--- src/rtl/prod_accum_if.sv ---
// Handshake bundle between the multiplier-side producer, prod_accum and the frame consumer.
// Input side is a valid/ready product stream; output side is a valid/ready frame result.
interface prod_accum_if #(
    parameter int ACC_W = 16
);
    logic             in_valid;
    logic             in_ready;
    logic [7:0]       prod;
    logic             out_valid;
    logic             out_ready;
    logic [ACC_W-1:0] acc_out;
    logic             ovf;
    logic [7:0]       cnt;

    modport master (
        output in_valid, prod, out_ready,
        input  in_ready, out_valid, acc_out, ovf, cnt
    );

    modport slave (
        input  in_valid, prod, out_ready,
        output in_ready, out_valid, acc_out, ovf, cnt
    );
endinterface

--- src/rtl/prod_accum.sv ---
// Sums LEN unsigned 8-bit products per frame; presents the result with a sticky overflow flag.
// Latency: result valid 1 cycle after the last accepted product; no comb path prod -> acc_out.
// Backpressure: in_ready drops while a frame result waits for out_ready; clr discards everything.
module prod_accum #(
    parameter int LEN   = 8,
    parameter int ACC_W = 16
) (
    input  logic          clk,
    input  logic          rst_n,
    input  logic          clr,
    prod_accum_if.slave   bus
);

    typedef enum logic {
        ACC  = 1'b0,
        HOLD = 1'b1
    } state_t;

    state_t           state, state_nxt;
    logic [ACC_W-1:0] acc, acc_nxt;
    logic             ovf, ovf_nxt;
    logic [7:0]       cnt, cnt_nxt;
    logic [ACC_W:0]   sum;

    // One spare bit on top of the accumulator captures the carry-out of this add.
    assign sum = {1'b0, acc} + {{(ACC_W-7){1'b0}}, bus.prod};

    always_ff @(posedge clk or negedge rst_n) begin
        if (!rst_n) begin
            state <= ACC;
            acc   <= '0;
            ovf   <= 1'b0;
            cnt   <= '0;
        end else begin
            state <= state_nxt;
            acc   <= acc_nxt;
            ovf   <= ovf_nxt;
            cnt   <= cnt_nxt;
        end
    end

    always_comb begin
        state_nxt = state;
        acc_nxt   = acc;
        ovf_nxt   = ovf;
        cnt_nxt   = cnt;
        if (clr) begin
            state_nxt = ACC;
            acc_nxt   = '0;
            ovf_nxt   = 1'b0;
            cnt_nxt   = '0;
        end else begin
            case (state)
                ACC: begin
                    if (bus.in_valid) begin
                        acc_nxt = sum[ACC_W-1:0];
                        ovf_nxt = ovf | sum[ACC_W];
                        cnt_nxt = cnt + 8'd1;
                        if (cnt == 8'(LEN - 1)) begin
                            state_nxt = HOLD;
                        end
                    end
                end
                HOLD: begin
                    if (bus.out_ready) begin
                        state_nxt = ACC;
                        acc_nxt   = '0;
                        ovf_nxt   = 1'b0;
                        cnt_nxt   = '0;
                    end
                end
                default: begin
                    state_nxt = ACC;
                end
            endcase
        end
    end

    // Handshake outputs depend on state only, so neither ready nor valid loops back combinationally.
    assign bus.in_ready  = (state == ACC);
    assign bus.out_valid = (state == HOLD);
    assign bus.acc_out   = acc;
    assign bus.ovf       = ovf;
    assign bus.cnt       = cnt;

endmodule

--- src/flat_wrapper.sv ---
// flat-port wrapper written by rule: the top's interface ports become plain ports
module prod_accum_flat 
#(
    parameter int LEN   = 8,
    parameter int ACC_W = 16
)
  (clk, rst_n, clr, bus_in_valid, bus_prod, bus_out_ready, bus_in_ready, bus_out_valid, bus_acc_out, bus_ovf, bus_cnt);
  prod_accum_if #(.ACC_W(ACC_W)) bus_i ();
  input  logic clk;
  input  logic rst_n;
  input  logic clr;
  input wire logic [$bits(bus_i.in_valid)-1:0] bus_in_valid;
  input wire logic [$bits(bus_i.prod)-1:0] bus_prod;
  input wire logic [$bits(bus_i.out_ready)-1:0] bus_out_ready;
  output wire logic [$bits(bus_i.in_ready)-1:0] bus_in_ready;
  output wire logic [$bits(bus_i.out_valid)-1:0] bus_out_valid;
  output wire logic [$bits(bus_i.acc_out)-1:0] bus_acc_out;
  output wire logic [$bits(bus_i.ovf)-1:0] bus_ovf;
  output wire logic [$bits(bus_i.cnt)-1:0] bus_cnt;
  assign bus_i.in_valid = bus_in_valid;
  assign bus_i.prod = bus_prod;
  assign bus_i.out_ready = bus_out_ready;
  assign bus_in_ready = bus_i.in_ready;
  assign bus_out_valid = bus_i.out_valid;
  assign bus_acc_out = bus_i.acc_out;
  assign bus_ovf = bus_i.ovf;
  assign bus_cnt = bus_i.cnt;
  prod_accum #(.LEN(LEN), .ACC_W(ACC_W)) u_core (.clk(clk), .rst_n(rst_n), .clr(clr), .bus(bus_i));
endmodule
--- config.mk ---
export PLATFORM = sky130hd
export DESIGN_NAME = prod_accum_flat
export DESIGN_NICKNAME = d
export VERILOG_FILES = /design/src/rtl/prod_accum_if.sv /design/src/rtl/prod_accum.sv /design/src/flat_wrapper.sv
export SDC_FILE = /design/constraint.sdc
export NUM_CORES = 1
export LEC_CHECK = 0
export CAP_MARGIN = 20
export CORE_MARGIN = 4
export CORE_UTILIZATION = 35
export DETAILED_ROUTE_END_ITERATION = 12
export HOLD_SLACK_MARGIN = 0.12
export MAX_ROUTING_LAYER = met4
export PLACE_DENSITY = 0.64
export SYNTH_ARGS = -nofsm -noshare
export SYNTH_HDL_FRONTEND = slang
export SYNTH_SLANG_ARGS = --single-unit
--- constraint.sdc ---
create_clock -name clk -period 2.3 [get_ports clk]
set_clock_uncertainty 0.1 [all_clocks]
set_input_delay 0.46 -clock clk [delete_from_list [all_inputs] [get_ports clk]]
set_output_delay 0.46 -clock clk [all_outputs]
set_load 0.01 [all_outputs]
# --- Yosys cells after proc, flatten, opt, wreduce, memory -nomap -nowiden ---
# Cells that the tools add are included.
word_totals:
  register_bits: 26
  inputBits: 13
  output_inout_bits: 27
  word_cells: 29
op_classes:
  n_addsub: 2
  n_eq_ne: 3
  muxes: 17
  bitwise: 2
  reduce_logical: 1
ops:
  columns: ["cell", "n"]
  rows:
  - ["$mux 16", 3]
  - ["$pmux 16 s2", 1]
  - ["$mux 8", 3]
  - ["$add 16x8->17", 1]
  - ["$pmux 8 s2", 1]
  - ["$add 8x1->8 const B", 1]
  - ["$eq 8x3->1 const B", 1]
  - ["$mux 1", 7]
  - ["$ne 3x3->1 const B", 2]
  - ["$pmux 1 s2", 2]
  - ["$reduce_and 2->1", 1]
  - ["$not 1->1", 1]
  - ["$or 1x1->1", 1]

# --- Depth between registers and ports, before layout ---
# Gate-level depths: netlist of run 1.
depth:
  ltp_word: 5
  depth_mapped: 8
  ltp_nobuf: 8

# --- Least setup slack after synthesis of run 1 ---
# OpenSTA, ideal clock, no wires.
synth_path:
  path_kind: "input to register"
  from: "input bus_prod[0]"
  to: "register u_core.acc[14], in the netlist u_core.bus.acc_out[14]"
  setup_ns: 0.077
  arrival_ns: 2.103
  required_time_ns: 2.123
  setup_slack_ns: 0.020
  cell_stages: 8
  n_path_buf: 0
  path_cell_list: "ha_1 > inv_1 > fa_1 > nand2b_1 > a211oi_2 > o21ai_2 > or3_1 > a21oi_1"
synth_via:
  elab_chain_cells: 4
synth_lines:
  columns: ["element", "line_no", "rtl"]
  rows:
  - ["start: declaration", "flat_wrapper.sv:13", "input wire logic [$bits(bus_i.prod)-1:0] bus_prod;"]
  - ["$add 16x8->17", "prod_accum.sv:26", "assign sum = {1'b0, acc} + {{(ACC_W-7){1'b0}}, bus.prod};"]
  - ["$mux 16", "prod_accum.sv:55", "if (bus.in_valid) begin"]
  - ["$pmux 16 s2", "prod_accum.sv:53", "case (state)"]
  - ["$mux 16", "prod_accum.sv:47", "if (clr) begin"]
  - ["end signal: assignment", "prod_accum.sv:36", "acc <= acc_nxt;"]
  - ["end: declaration", "prod_accum.sv:20", "logic [ACC_W-1:0] acc, acc_nxt;"]
# Every way passes these cells. The select of a mux whose other input is x is not followed.
# A chain may end at the register's enable or synchronous reset.

# --- Worst setup path in the final report of run 1 ---
layout_path:
  from: "input bus_prod[2]"
  to: "register u_core.acc[7], in the netlist u_core.bus.acc_out[7]"
# Same word-level chain as after synthesis.

==> run summary, run 1 <==
Status = complete, no violations
GRT Resource Usage Total = 16.2%
Net Count, Synth = 190
Period utilization = 95.5%
H-tree levels = 1
Ys Warns = 0
Placement Setup Slack = -407 ps
Vias post-DR = 1,448
Area Growth Syn to Fin = 47.3%
PD cells = 530 nW/um^2
Clk pin slew, worst setup/hold paths = 100 ps
Clock latency on the worst-skew pair = 270 ps
Pins Over Slew Limit = 0
Vias in the first global route = 1,547
Die Wd = 74.7 um
WHS Path Cells = 1
Critical path's slowest cell = clkdlybuf4s50_1
Synthesis-stage register bit count = 26
First-pass DRT Iterations = 4
Hold WC Path Type = register to register
# diodes = 0
FF-to-FF path depth = 6
Most common cell after layout, fill and taps aside = clkdlybuf4s50_1
Commonest non-fill, non-tap cells in the layout = clkdlybuf4s50_1, buf_4, dfrtp_1, nand2_1, o21ai_0
Routed Antenna Nets = 0
Slew margin rel. = 76.4%
# clock sinks = 26
CP Data Required Time = 2370 ps
Post-synth EDFFs = 0
DRC viols = 0
Avg Cell Area, Syn = 9.34 sq um
Critical path's largest stage delay = 460 ps
Buf/Inv on CP = 1
Max clock buf depth = 2
First-pass GRT wire length = 6930 um
Initial antenna violation count = 0
Wirelength per Cell = 13.8 um
Cells after synthesis = 167
Max-cap violations = 0
Aggregate routed wire length = 3920 um
Root Driver = clkbuf_8
IR Drop Worst-Case VDD = 0.251 mV
1st-iter DRT viols = 93
Top delay family on crit path = compound AO/OA/AOI/OAI gates
Crit path arrival time = 2270 ps
Gp weighted congestion = 0.816
Nets = 256
Fmax achieved = 455 MHz
Netlist Area Pre-Place = 1560 sq um
Die height = 74.7 um
Worst setup margin = 103 ps
CP Capture Type = register
IO buf count = 39
Hpwl dp = 2910 um
CP Max Fanout = 2
Clock buffer count from CTS = 3
Final setup violation count = 0
Initial Util = 36.1%
Startpoint Class = input pin
Critical path class = input pin to register
Worst-Margin Slew = 354 ps
DR vias/cell = 5.10
Seq/Total Area, Yosys = 41.7%
Final core utilization = 53.1%
I/O pin count = 40
Distinct cells, synth = 43
Largest net degree at the start of global routing = 27
Crit path time final = 2200 ps
Full die area = 5590 sq um
Share of layout cells above drive strength 1 = 20.3%
Ys async rst share = 100%
CP cell instances = clkdlybuf4s50_1, ha_2, o21ai_2, nor3_2, o31a_1, or3_1, a32o_1
CTS tree = built
# rows = 24
Main synth FF type = dfrtp_1
Final hold viol count = 0
Core area = 4320 sq um
Fillers = 401
GR Overflow Total = 0
Worst path depth = 7
Leak = 0.959 nW
[repair_timing]
| item | CTS | global route |
|---|---|---|
| resized for setup | 9 | 3 |
| endpoints found under the setup margin | 6 | 5 |
| pin swaps | 6 | 0 |
| hold buffers | 0 | 0 |
| setup buffers | 1 | 0 |
| cloned | 0 | 0 |
[stage by stage]
step | total power, mW | std cells | hold WS (ps) | TNS [ps] | instance area [sq um]
detailed placement | 0.886 | 279 | 400 | -3540 | 2180
global placement | 0.882 | 279 | 379 | -3380 | 2180
floorplan | 0.696 | 167 | 64.4 | 0 | 1560
CTS | 1.21 | 284 | 423 | 0 | 2280
finish | 1.22 | 284 | 418 | 0 | 2300
global route | 1.29 | 284 | 457 | -0.477 | 2300
[cells in the mapped netlist, types with 2 or more instances]
master | n | area share, %
or3_1 | 6 | 2.4
ha_1 | 9 | 7.2
o21ai_0 | 14 | 4.5
nand2_1 | 17 | 4.1
a21o_1 | 2 | 0.96
and2_1 | 2 | 0.80
o41ai_1 | 2 | 1.1
nor2_1 | 12 | 2.9
nor3_1 | 4 | 1.3
dfrtp_1 | 26 | 42
inv_1 | 8 | 1.9
xor2_1 | 4 | 2.2
a22o_1 | 2 | 1.1
nand3_1 | 6 | 1.9
buf_4 | 2 | 0.96
nand2b_1 | 6 | 2.4
o21ai_1 | 6 | 1.9
a21oi_1 | 11 | 3.5
nor2b_1 | 2 | 0.80
xnor2_1 | 3 | 1.7
[cells by family (layout without fill, tap and decap cells)]
kind of cell	Yosys count	in the layout	share of synthesized area, %
DFF	26	26	41.7
buffers and inverters	12	77	3.45
and+or+nand+nor	59	59	19.0
AOI/OAI and AO/OA	52	52	22.7
xor gates and xnor gates	7	7	3.93
adders and majority gates	10	10	8.51
muxes	1	1	0.642
[path summary, 6_finish.rpt]
path,start,to,slack [ps]
worst max-delay path,bus_prod[2],u_core.bus.acc_out[7],100
worst min-delay path,u_core.bus.ovf,u_core.bus.ovf,420
worst max register to register,u_core.bus.acc_out[1],u_core.bus.acc_out[7],150
worst min register to register,u_core.bus.ovf,u_core.bus.ovf,420
max in group asynchronous,rst_n,u_core.bus.cnt[3],1380
min in group asynchronous,rst_n,u_core.bus.acc_out[13],460
[cell type report]
cell class,instances,area (sq um),share of cell area [%]
multi-input combinational,129,912,39.7
sequential,26,651,28.3
timing repair buffer,65,583,25.4
tap,52,65.1,2.83
clock buffer,4,55.1,2.40
inverter,8,30.0,1.31
[flip-flops by register name, summed over array words and instances (netlist names)]
| signal | flops |
|---|---|
| u_core.bus.acc_out | 16 |
| u_core.bus.cnt | 8 |
| u_core.bus.ovf | 1 |
| u_core.bus.out_valid | 1 |
[power breakdown]
group          internal, mW  switching, mW
Sequential            0.481         0.0261
Clock                 0.153          0.156
Combinational         0.215          0.186
[metal layers]
metal,share of wire [%],vias to the layer above,global-route usage (%)
li1,-,730,-
met1,47,690,20.9
met2,49,26,27.8
met3,3.0,2,2.00
met4,0.56,0,2.96
met5,0,-,-
Power figures use the tool's default switching activity.
==> run 2, diff against run 1 <==
--- a/config.mk
+++ b/config.mk
@@ -6,12 +6,14 @@
 export NUM_CORES = 1
 export LEC_CHECK = 0
 export CAP_MARGIN = 20
+export CELL_PAD_IN_SITES_DETAIL_PLACEMENT = 0
+export CELL_PAD_IN_SITES_GLOBAL_PLACEMENT = 1
 export CORE_MARGIN = 4
 export CORE_UTILIZATION = 35
 export DETAILED_ROUTE_END_ITERATION = 12
 export HOLD_SLACK_MARGIN = 0.12
 export MAX_ROUTING_LAYER = met4
-export PLACE_DENSITY = 0.64
+export PLACE_DENSITY = 0.81
 export SYNTH_ARGS = -nofsm -noshare
 export SYNTH_HDL_FRONTEND = slang
 export SYNTH_SLANG_ARGS = --single-unit
==> constraint.sdc (replaced) <==
create_clock -name clk -period 2.78 [get_ports clk]
set_clock_uncertainty 0.1 [all_clocks]
set_input_delay 0.556 -clock clk [delete_from_list [all_inputs] [get_ports clk]]
set_output_delay 0.556 -clock clk [all_outputs]
set_load 0.01 [all_outputs]
==> run summary, run 2 (synthesis results as in run 1) <==
Die height = 74.7 um
Max reg flops = 16
Initial Util = 36.1%
GR Overflow Total = 0
Clk pin slew, worst setup/hold paths = 90 ps
DR vias/cell = 5.19
Hpwl dp = 2830 um
Clock buffer count from CTS = 3
Final setup violation count = 0
Max clock buf depth = 2
CP Capture Type = register
Share of layout cells above drive strength 1 = 11.0%
Pins Over Slew Limit = 0
Full die area = 5590 sq um
Most common cell after layout, fill and taps aside = clkdlybuf4s50_1
I/O pin count = 40
Routed Antenna Nets = 0
CP Max Fanout = 3
Gp weighted congestion = 0.782
1st-iter DRT viols = 72
Die Wd = 74.7 um
Aggregate routed wire length = 3720 um
CTS tree = built
Final core utilization = 49.4%
Commonest non-fill, non-tap cells in the layout = clkdlybuf4s50_1, dfrtp_1, nand2_1, o21ai_0
Crit path arrival time = 2640 ps
IR Drop Worst-Case VDD = 0.205 mV
# rows = 24
Post-Layout Inst Area = 2140 sq um
Post-CTS Setup Inserts = 0
Startpoint Class = input pin
CP Data Required Time = 2880 ps
# diodes = 0
Largest net degree at the start of global routing = 27
First-pass DRT Iterations = 4
Core area = 4320 sq um
Wirelength per Cell = 13.8 um
Leak = 0.884 nW
Cts hold-fix bufs = 0
Hold WC Path Type = register to register
Vias post-DR = 1,401
Period utilization = 91.2%
PD cells = 439 nW/um^2
Root Driver = clkbuf_8
Final hold viol count = 0
Area Growth Syn to Fin = 37.0%
Post-DP Area = 2080 sq um
Post_cts resized = 0
First-pass GRT wire length = 6440 um
Status = complete, no violations
GRT Resource Usage Total = 15.2%
RSZ-0062 raised after global routing = false
IO buf count = 39
Nets = 242
Max-cap violations = 0
Crit path time final = 2540 ps
Worst-Margin Slew = 397 ps
Slew margin rel. = 73.6%
H-tree levels = 1
Fmax achieved = 394 MHz
DRC viols = 0
# clock sinks = 26
Critical path class = input pin to register
Vias in the first global route = 1,395
Initial antenna violation count = 0
Clock latency on the worst-skew pair = 270 ps
## run 2: cell types whose count changed in the layout (fill, tap and decap cells not counted), sizes merged
| cell | previous run | this run |
|---|---|---|
| buf | 26 | 12 |
| clkdlybuf4s50 | 37 | 39 |
| dlygate4sd2 | 2 | 0 |
## run 2: final timing paths
| path | slack (ps) | from | depth (start not counted) | end |
|---|---|---|---|---|
| setup / recovery | 240 | bus_prod[0] | 9 | u_core.bus.acc_out[14] |
| hold / removal | 400 | u_core.bus.ovf | 1 | u_core.bus.ovf |
| setup reg to reg | 580 | u_core.bus.acc_out[1] | 6 | u_core.bus.acc_out[7] |
| hold reg to reg | 400 | u_core.bus.ovf | 1 | u_core.bus.ovf |
| max in group asynchronous | 1770 | rst_n | 2 | u_core.bus.cnt[6] |
| min in group asynchronous | 550 | rst_n | 2 | u_core.bus.acc_out[3] |
## run 2: through the flow
step                TNS, ps  setup WS, ps  hold slack [ps]  std cells  power (mW)
floorplan                 0           404              160        167       0.575
finish                    0           245              403        270       0.937
global route              0           118              452        270        1.00
detailed placement    -58.6         -30.4              389        266       0.696
global placement      -9.26         -8.99              380        266       0.695
CTS                       0           229              411        270       0.949
## run 2: routing by layer
metal  GRT usage, %  share of wire, %
met5              -                 0
met4           2.96              0.51
met3           2.14               3.4
met2           24.9                49
met1           20.2                47
## run 2: layout make-up
cell class | instances | area [sq um]
inverters | 8 | 30.0
multi-input cells | 129 | 855
flip-flops and latches | 26 | 651
fillers | 430 | 2190
well taps | 52 | 65.1
repair buffers | 51 | 480
clock buffers | 4 | 55.1
## run 2: critical path, cell delays in order
cell	delay [ps]
clkdlybuf4s50_1	450
ha_1	160
inv_1	60
fa_1	360
nand2b_1	180
a211oi_2	290
o21ai_2	130
or3_1	310
a21oi_1	140
## run 2: power by group
group / total, mW / leakage (nW) / switching [mW] / internal (mW)
Sequential: 0.419 / 0.356 / 0.0208 / 0.398
Clock: 0.249 / 0.0288 / 0.123 / 0.127
Combinational: 0.269 / 0.500 / 0.133 / 0.136
==> run 3, diff against run 2 <==
--- a/config.mk
+++ b/config.mk
@@ -9,11 +9,11 @@
 export CELL_PAD_IN_SITES_DETAIL_PLACEMENT = 0
 export CELL_PAD_IN_SITES_GLOBAL_PLACEMENT = 1
 export CORE_MARGIN = 4
-export CORE_UTILIZATION = 35
+export CORE_UTILIZATION = 39
 export DETAILED_ROUTE_END_ITERATION = 12
 export HOLD_SLACK_MARGIN = 0.12
 export MAX_ROUTING_LAYER = met4
-export PLACE_DENSITY = 0.81
+export PLACE_DENSITY = 0.88
 export SYNTH_ARGS = -nofsm -noshare
 export SYNTH_HDL_FRONTEND = slang
 export SYNTH_SLANG_ARGS = --single-unit
==> constraint.sdc (replaced) <==
create_clock -name clk -period 3 [get_ports clk]
set_clock_uncertainty 0.1 [all_clocks]
set_input_delay 0.6 -clock clk [delete_from_list [all_inputs] [get_ports clk]]
set_output_delay 0.6 -clock clk [all_outputs]
set_load 0.01 [all_outputs]
==> run summary, run 3 (synthesis results as in run 1) <==
Post-DP Area = 2020 sq um
Hpwl dp = 2810 um
I/O pin count = 40
Critical path class = input pin to register
CTS tree = built
Clk pin slew, worst setup/hold paths = 90 ps
Placement Setup Slack = 70.1 ps
Wirelength per Cell = 14.3 um
Root Driver = clkbuf_8
Gp weighted congestion = 0.850
Top delay family on crit path = compound AO/OA/AOI/OAI gates
FF/Latch Area = 651 sq um
Final core utilization = 54.9%
Critical path's largest stage delay = 460 ps
Post-Route Setup TNS = 0 ps
Buf/Inv on CP = 2
Cts hold-fix bufs = 0
CP Data Required Time = 3100 ps
Full die area = 5070 sq um
Fillers = 332
GRT Resource Usage Total = 15.9%
Post-Layout Cell Count = 258
CP Capture Type = register
Max clock buf depth = 2
# diodes = 0
Commonest non-fill, non-tap cells in the layout = clkdlybuf4s50_1, dfrtp_1, nand2_1, o21ai_0, nor2_1
Status = complete, no violations
Leak = 0.848 nW
Hold WC Path Type = register to register
Post-CTS Setup Inserts = 0
Post_cts resized = 0
Total chip power = 0.854 mW
Die Wd = 71.2 um
Period utilization = 88.2%
Aggregate routed wire length = 3700 um
Worst setup margin = 354 ps
Share of layout cells above drive strength 1 = 7.62%
CP cell instances = clkdlybuf4s50_1, ha_1, inv_1, fa_1, nand2b_1, a211oi_2, o21ai_2, or3_1, a21oi_1
Slew margin rel. = 66.1%
# rows = 22
Critical path's slowest cell = clkdlybuf4s50_1
Most common cell after layout, fill and taps aside = clkdlybuf4s50_1
First-pass GRT wire length = 6460 um
Final hold slack = 393 ps
Worst-Margin Slew = 509 ps
DR vias/cell = 5.34
RSZ-0062 raised after global routing = false
IO buf count = 39
1st-iter DRT viols = 81
Crit path time final = 2650 ps
Clock buffer count from CTS = 3
Largest net degree at the start of global routing = 27
# clock sinks = 26
Clock latency on the worst-skew pair = 280 ps
Fmax achieved = 378 MHz
Vias post-DR = 1,378
IR Drop Worst-Case VDD = 0.277 mV
PD cells = 412 nW/um^2
CP Max Fanout = 6
Cell count after placement = 254
First-pass DRT Iterations = 4
Nets = 234
Die height = 71.2 um
DRC viols = 0
Startpoint Class = input pin
Core area = 3770 sq um
Final setup violation count = 0
Routed Antenna Nets = 0
GR Overflow Total = 0
Max reg flops = 16
Pins Over Slew Limit = 0
Final hold viol count = 0
Post-Layout Inst Area = 2070 sq um
H-tree levels = 1
Max-cap violations = 0
Vias in the first global route = 1,427
Initial antenna violation count = 0
Multi-input gate area = 855 sq um
Initial Util = 41.3%
Crit path arrival time = 2750 ps
Area Growth Syn to Fin = 32.8%
-- run 3: cell types whose count changed in the layout (fill, tap and decap cells not counted), sizes merged --
cell	before	now
buf	12	4
-- run 3: worst reg2reg max path, stage by stage, from the launching register on --
cell	delay, ps
dfrtp_1	390
ha_1	170
inv_1	50
fa_1	370
nand2b_1	200
a211oi_2	270
o21ai_2	160
or3_1	330
a21oi_1	150
-- run 3: final timing paths --
path	end	slack (ps)	start	cells past startpoint
min	u_core.bus.ovf	390	u_core.bus.ovf	1
max	u_core.bus.acc_out[14]	350	bus_prod[0]	9
max reg2reg	u_core.bus.acc_out[14]	740	u_core.bus.acc_out[0]	8
min reg2reg	u_core.bus.ovf	390	u_core.bus.ovf	1
min in group asynchronous	u_core.bus.cnt[5]	590	rst_n	2
max in group asynchronous	u_core.bus.cnt[3]	1940	rst_n	2
-- run 3: routing by layer --
| layer | part of all wire, % | up-vias | GRT usage, % | wire [um] |
|---|---|---|---|---|
| met1 | 46 | 648 | 20.2 | 1710 |
| met2 | 48 | 38 | 26.6 | 1760 |
| li1 | - | 687 | - | - |
| met3 | 5.3 | 5 | 3.37 | 196 |
| met5 | 0 | - | - | 0 |
| met4 | 0.68 | 0 | 2.51 | 25 |
-- run 3: final cells by class --
cell class	count	area share, %
clock buffer	4	2.66
inverter	8	1.45
multi-input combinational	129	41.3
sequential	26	31.4
tap	48	2.90
timing repair buffer	43	20.3
-- run 3: where the power goes --
part	internal [mW]	switching (mW)
clock	0.118	0.113
combinational	0.113	0.122
sequential	0.369	0.0190
